===== src/rtl/costas_loop_filter_pkg.sv =====
// Shared definitions for the Costas loop feedback path: saturation helpers
// and the lock FSM state encoding.
package costas_loop_filter_pkg;

    typedef enum logic {
        ACQ  = 1'b0,
        LOCK = 1'b1
    } lock_state_e;

    // Signed range limits for a w-bit two's complement value (w <= 63).
    function automatic logic signed [63:0] sat_max(input int w);
        return (64'sd1 <<< (w - 1)) - 64'sd1;
    endfunction

    function automatic logic signed [63:0] sat_min(input int w);
        return -(64'sd1 <<< (w - 1));
    endfunction

    function automatic logic signed [63:0] sat(input logic signed [63:0] v, input int w);
        if (v > sat_max(w)) return sat_max(w);
        if (v < sat_min(w)) return sat_min(w);
        return v;
    endfunction

endpackage


===== src/rtl/costas_phase_detector.sv =====
// BPSK phase detector: err = sign(I) * Q, registered, with the single
// unrepresentable negation (-MIN) clamped to MAX.
module costas_phase_detector
    import costas_loop_filter_pkg::*;
#(
    parameter int WIDTH = 16
) (
    input  logic                    clk,
    input  logic                    rst,
    input  logic                    enable,
    input  logic signed [WIDTH-1:0] i_i,
    input  logic signed [WIDTH-1:0] q_i,
    input  logic                    vld_i,
    output logic signed [WIDTH-1:0] err_o,
    output logic                    vld_o
);

    logic signed [WIDTH-1:0] err_d, err_q;
    logic                    vld_q;

    always_comb begin
        err_d = q_i;
        if (i_i < 0) err_d = WIDTH'(sat(-64'(q_i), WIDTH));
    end

    always_ff @(posedge clk) begin
        if (rst) begin
            err_q <= '0;
            vld_q <= 1'b0;
        end else if (enable) begin
            vld_q <= vld_i;
            if (vld_i) err_q <= err_d;
        end
    end

    assign err_o = err_q;
    assign vld_o = vld_q;

endmodule


===== src/rtl/costas_loop_filter.sv =====
// Costas loop feedback producer: phase detector, integrate-and-dump,
// PI loop filter and dump-rate lock detector.
module costas_loop_filter
    import costas_loop_filter_pkg::*;
#(
    parameter int WIDTH       = 16,
    parameter int ACC_WIDTH   = 32,
    parameter int DUMP_LEN    = 8,
    parameter int LOCK_THRESH = 512,
    parameter int LOCK_CNT    = 16,
    parameter int UNLOCK_CNT  = 4
) (
    input  logic                    clk,
    input  logic                    rst,
    input  logic                    enable,
    input  logic [3:0]              KP_SHIFT,
    input  logic [3:0]              KI_SHIFT,
    input  logic signed [WIDTH-1:0] i_tdata,
    input  logic signed [WIDTH-1:0] q_tdata,
    input  logic                    iq_tvalid,
    output logic signed [WIDTH-1:0] feedback_tdata,
    output logic                    feedback_tvalid,
    output logic                    locked
);

    localparam int LOG2_DL = $clog2(DUMP_LEN);
    localparam int SUM_W   = WIDTH + LOG2_DL;
    localparam int RUN_MAX = (LOCK_CNT > UNLOCK_CNT) ? LOCK_CNT : UNLOCK_CNT;
    localparam int RUN_W   = $clog2(RUN_MAX + 1);

    localparam logic [LOG2_DL-1:0] CNT_LAST   = LOG2_DL'(DUMP_LEN - 1);
    localparam logic [RUN_W-1:0]   RUN_LOCK   = RUN_W'(LOCK_CNT);
    localparam logic [RUN_W-1:0]   RUN_UNLOCK = RUN_W'(UNLOCK_CNT);
    localparam logic [RUN_W-1:0]   RUN_SAT    = RUN_W'(RUN_MAX);
    localparam logic [WIDTH-1:0]   THR        = WIDTH'(LOCK_THRESH);

    // S1
    logic signed [WIDTH-1:0] err;
    logic                    err_vld;

    costas_phase_detector #(.WIDTH(WIDTH)) u_pd (
        .clk    (clk),
        .rst    (rst),
        .enable (enable),
        .i_i    (i_tdata),
        .q_i    (q_tdata),
        .vld_i  (iq_tvalid),
        .err_o  (err),
        .vld_o  (err_vld)
    );

    // S2: integrate-and-dump
    logic [LOG2_DL-1:0]      cnt_q, cnt_d;
    logic signed [SUM_W-1:0] sum_q, sum_d, sum_nxt;
    logic signed [WIDTH-1:0] e_q, e_d, e2_q;
    logic                    dmp_q, dmp_d, dmp2_q;

    always_comb begin
        sum_nxt = sum_q + {{LOG2_DL{err[WIDTH-1]}}, err};
        cnt_d   = cnt_q;
        sum_d   = sum_q;
        e_d     = e_q;
        dmp_d   = 1'b0;
        if (err_vld) begin
            if (cnt_q == CNT_LAST) begin
                // Mean of WIDTH-bit samples always fits back into WIDTH bits.
                e_d   = WIDTH'(sum_nxt >>> LOG2_DL);
                sum_d = '0;
                cnt_d = '0;
                dmp_d = 1'b1;
            end else begin
                sum_d = sum_nxt;
                cnt_d = cnt_q + 1'b1;
            end
        end
    end

    // S3: PI filter
    logic signed [ACC_WIDTH-1:0] e_ext, ki_term, integ_q, integ_d, integ_nxt;
    logic signed [WIDTH-1:0]     kp_term, fb_q, fb_d, fb_nxt;
    logic                        tv_q, tv_d;

    always_comb begin
        e_ext     = {{(ACC_WIDTH - WIDTH){e2_q[WIDTH-1]}}, e2_q};
        ki_term   = e_ext >>> KI_SHIFT;
        kp_term   = e2_q >>> KP_SHIFT;
        integ_nxt = ACC_WIDTH'(sat(64'(integ_q) + 64'(ki_term), ACC_WIDTH));
        fb_nxt    = WIDTH'(sat(64'(kp_term) + 64'(integ_nxt), WIDTH));
        integ_d   = integ_q;
        fb_d      = fb_q;
        tv_d      = 1'b0;
        if (dmp2_q) begin
            integ_d = integ_nxt;
            fb_d    = fb_nxt;
            tv_d    = 1'b1;
        end
    end

    // Lock FSM, stepped on the same dump as the PI update
    lock_state_e      state_q, state_d;
    logic [RUN_W-1:0] run_q, run_d, run_inc;
    logic [WIDTH-1:0] abs_e;
    logic             in_th;

    always_comb begin
        abs_e   = WIDTH'(sat((e2_q < 0) ? -64'(e2_q) : 64'(e2_q), WIDTH));
        in_th   = (abs_e <= THR);
        run_inc = (run_q == RUN_SAT) ? run_q : run_q + 1'b1;
        state_d = state_q;
        run_d   = run_q;
        if (dmp2_q) begin
            case (state_q)
                ACQ: begin
                    if (!in_th)                     run_d = '0;
                    else if (run_inc == RUN_LOCK) begin
                        state_d = LOCK;
                        run_d   = '0;
                    end else                        run_d = run_inc;
                end
                LOCK: begin
                    if (in_th)                        run_d = '0;
                    else if (run_inc == RUN_UNLOCK) begin
                        state_d = ACQ;
                        run_d   = '0;
                    end else                          run_d = run_inc;
                end
            endcase
        end
    end

    always_ff @(posedge clk) begin
        if (rst) begin
            cnt_q   <= '0;
            sum_q   <= '0;
            e_q     <= '0;
            dmp_q   <= 1'b0;
            e2_q    <= '0;
            dmp2_q  <= 1'b0;
            integ_q <= '0;
            fb_q    <= '0;
            tv_q    <= 1'b0;
            state_q <= ACQ;
            run_q   <= '0;
        end else if (enable) begin
            cnt_q   <= cnt_d;
            sum_q   <= sum_d;
            e_q     <= e_d;
            dmp_q   <= dmp_d;
            // Retiming stage between the dump shifter and the PI adders.
            e2_q    <= e_q;
            dmp2_q  <= dmp_q;
            integ_q <= integ_d;
            fb_q    <= fb_d;
            tv_q    <= tv_d;
            state_q <= state_d;
            run_q   <= run_d;
        end
    end

    assign feedback_tdata  = fb_q;
    assign feedback_tvalid = tv_q & enable;
    assign locked          = (state_q == LOCK);

endmodule

===== config.mk =====
export PLATFORM = sky130hd
export DESIGN_NAME = costas_loop_filter
export DESIGN_NICKNAME = d
export VERILOG_FILES = /design/src/rtl/costas_loop_filter_pkg.sv /design/src/rtl/costas_phase_detector.sv /design/src/rtl/costas_loop_filter.sv
export SDC_FILE = /design/constraint.sdc
export NUM_CORES = 1
export LEC_CHECK = 0
export CAP_MARGIN = 25
export CORE_ASPECT_RATIO = 0.7
export CORE_MARGIN = 4
export CORE_UTILIZATION = 60
export DETAILED_ROUTE_END_ITERATION = 10
export PLACE_DENSITY = 0.88
export SYNTH_ARGS = -nofsm -noshare
export SYNTH_HDL_FRONTEND = slang
export SYNTH_SLANG_ARGS = --single-unit

===== constraint.sdc =====
create_clock -name clk -period 22.9 [get_ports clk]
set_input_delay 2.29 -clock clk [delete_from_list [all_inputs] [get_ports clk]]
set_output_delay 2.29 -clock clk [all_outputs]
set_load 0.05 [all_outputs]

==> summary.log <==
INFO  critical_path  worstSetupStartpoint=KI_SHIFT[1]
INFO  route          drcViolationCount=0
INFO  cts            worst_setup_hold_path_clk_slew=0.06ns
INFO  timing         final.setup_skew=0.008405ns
INFO  floorplanning  die_height=126.0µm
INFO  logic_synthesis syn_inst=1587
INFO  logic_synthesis postSynthAreaPerCell=7.517µm²
INFO  timing         setup_viol=0
INFO  logic_synthesis synth-seq-area-share=21.48%
INFO  global_routing grt_start_max_net_pins=101
INFO  logic_synthesis top_area_cells_in_the_synthesized_netlist=dfxtp_1 21%, ha_1 11%, a21oi_1 6.2%
INFO  finish         antenna-diode-count=0
INFO  finish         final_layout_size_suffix_gt1_share=5.894%
INFO  flow_run       total_of_max_cap_violations=0
INFO  logic_synthesis synth_area=0.01193mm²
INFO  route          finalWirelength=32050µm
INFO  cts            clock_sink_count=128
INFO  critical_path  path_common_cell=o21ai_0
INFO  floorplanning  design.portCount=62
INFO  route          detailroute.via_count=11840
INFO  power          power_per_cell_area=44.89mW/mm²
INFO  critical_path  worst_r2r_startpoint=e2_q[15]
INFO  cts            postCtsSetupRepairBufs=0
INFO  timing         worstMarginPinSlew=1.028ns
INFO  critical_path  crit_fanout=21
INFO  global_routing antenna_found_initial=0
INFO  logic_synthesis yosysTopAreaCellShare=21.48%
INFO  critical_path  cell_type_of_the_slowest_stage_on_the_worst_timing_path=clkdlybuf4s50_1
INFO  run_status     run_status=completed
INFO  global_routing global_route_usage_over_all_layers=27.52%
INFO  finish         cell_area_after_layout=0.01304mm²
INFO  power          max-vdd-ir-drop=0.00004612V
INFO  logic_synthesis synthDistinctLibCells=86
INFO  cts            clk-insertion-delay-late=0.43ns
INFO  route          route.antenna.remaining_nets=0
INFO  global_routing first_global_vias=10470
INFO  timing         fmaxAchievable=87.49MHz
INFO  critical_path  critical_path.top_delay_family=compound AO/OA/AOI/OAI gates
INFO  timing         grt_setup_unrepaired=no
INFO  floorplanning  initial_core_util=62.02%
INFO  critical_path  critical_path_required=23.22ns
INFO  timing         finalHoldWorstSlack=0.4568ns
INFO  floorplanning  die-width=176.5µm
INFO  critical_path  cp-start-kind=input port
INFO  cts            tritoncts.num_buffers=17
INFO  timing         final_period_minus_worst_setup_slack=11.43ns
INFO  timing         setup_slack=11.47ns
INFO  logic_synthesis synth_edf_count=0
INFO  global_routing overflow=0
INFO  finish         nets=1716
INFO  min_path       worst_hold_path_type=register to register
INFO  route          vias_per_cell=6.427
INFO  critical_path  timing_worst_setup_path_type=input port to register
INFO  cts            cts_tree=built
INFO  critical_path  path_buf_inv=2
INFO  critical_path  critPathMaxStageDelay=1.03ns
INFO  timing         timing.max_slew.rel_slack=31.32%
INFO  logic_synthesis yosysTopAreaCell=dfxtp_1
INFO  route          wire_per_inst=17.40µm
INFO  critical_path  ff2ff_setup_slack=13.64ns
INFO  floorplanning  core=0.01923mm²
INFO  logic_synthesis synth_warnings=0
INFO  critical_path  crit_arrival=11.75ns
INFO  timing         final-max-slew-violation-count=0
INFO  cts            htree_num_levels=4
INFO  timing         totalNegativeSetupSlack=0ns
INFO  cts            postCtsHoldBufs=0
INFO  logic_synthesis yosys_register_bits=128
INFO  cts            cts_max_path_bufs=2
INFO  logic_synthesis async_flop_share=0%
INFO  place          gp_congestion=0.9730
INFO  place          port_buffers=46
INFO  global_routing grt_first_pass_wirelength=51870µm
INFO  floorplanning  floorplan.rows=42
INFO  power          totalPowerFinal=585.1µW
INFO  place          setup_slack_after_placement=10.92ns
INFO  cts            clk_root_buffer_cell=clkbuf_16
INFO  finish         area_delta_synth_final=9.272%
INFO  place          total_half_perimeter_wirelength_after_legalization_and_detailed_placement=23110µm
INFO  floorplanning  die_ar=0.02224mm²
INFO  logic_synthesis synthesis.nets=1738
INFO  logic_synthesis synth_ff_type=dfxtp_1
INFO  timing         final-hold-violation-count=0
INFO  critical_path  worstSetupEndpointType=register
INFO  route          first_iter_violations=1331
INFO  min_path       worst_hold_startpoint=integ_q[27]
INFO  place          placed_cell_area=0.01239mm²
INFO  cts            ctsResizeCount=0
INFO  route          drt-pass1-iter-count=6
INFO  power          p_leak=0.005385µW
INFO  timing         fin_crit_sh=49.91%
[cells by family after synthesis]
family	after synthesis	share of synthesized area [%]
simple gates	556	22.46
compound gates	486	25.74
buf+inv	149	4.898
flops	128	21.48
fa+ha+maj	126	13.01
xor+xnor	78	5.790
mux	64	6.629
[final timing paths]
check,end,cells past startpoint
worst max-delay path,feedback_tdata[6],30
worst min-delay path,integ_q[27],2
worst max register to register,feedback_tdata[6],34
worst min register to register,integ_q[27],2
[synth_stat cells, types with 18 or more instances]
master	number
maj3_1	19
clkbuf_1	79
xnor2_1	50
ha_1	104
nand2_1	149
xor2_1	27
nand2b_1	34
a211oi_1	39
nor2_1	192
mux2i_1	43
nand3_1	20
inv_1	48
o211ai_1	18
nor3_1	30
o21ai_0	124
dfxtp_1	128
a21o_1	32
a21oi_1	147
[layout make-up]
type,count,area [µm²]
clock buffer,18,429.2
clock inverter,14,171.4
fill,1595,6198
inverter,51,191.4
multi-input combinational,1310,8788
sequential,128,2564
tap,264,330.3
timing repair buffer,57,560.5
[where the power goes]
group	leakage (µW)	total, µW	switching [µW]	internal [µW]
clock network	0.000292	282	117	165
logic	0.00406	75.7	46.4	29.4
registers	0.00103	227	2.24	225
total	0.00539	585	166	419
[placed cells by master, fill, tap and decap left out, types with 27 or more instances in the layout]
cell / n
inv_1: 48
xor2_1: 27
a211oi_1: 39
a21oi_1: 147
nand2b_1: 34
xnor2_1: 50
o21ai_0: 124
dfxtp_1: 127
nand2_1: 149
nor2_1: 191
ha_1: 104
a21o_1: 32
clkdlybuf4s50_1: 45
mux2i_1: 42
nor3_1: 30
[worst reg2reg max path: cells and delay by family, from the launching register on]
kind | cells | cell delay [ns]
AOI/OAI and AO/OA | 20 | 5.46
and+or+nand+nor | 5 | 0.90
adders and majority gates | 2 | 0.55
DFF | 1 | 0.51
muxes | 1 | 0.21
buffers and inverters | 5 | 1.37
xor gates and xnor gates | 1 | 0.17
[state kept, by name (all words and copies together) (netlist names), 3 cells and up]
name	flops
feedback_tdata	16
sum_q	19
integ_q	32
run_q	5
e_q	16
u_pd.err_o	16
cnt_q	3
e2_q	16
[metrics by stage]
step | utilization, % | instances
floorplan | - | 1587
global placement | 64.43 | 1807
detailed placement | 64.43 | 1807
CTS | 67.55 | 1839
global route | 67.77 | 1842
finish | 67.77 | 1842
[metal layers]
| metal | global-route usage [%] | up-vias | share of wire [%] |
|---|---|---|---|
| met2 | 41.37 | 497 | 43 |
| met5 | 0 | - | 0 |
| li1 | - | 5749 | - |
| met3 | 4.703 | 49 | 7.6 |
| met4 | 5.548 | 0 | 1.5 |
| met1 | 41.56 | 5544 | 48 |
No activity file was read; power rests on OpenSTA's default activity.
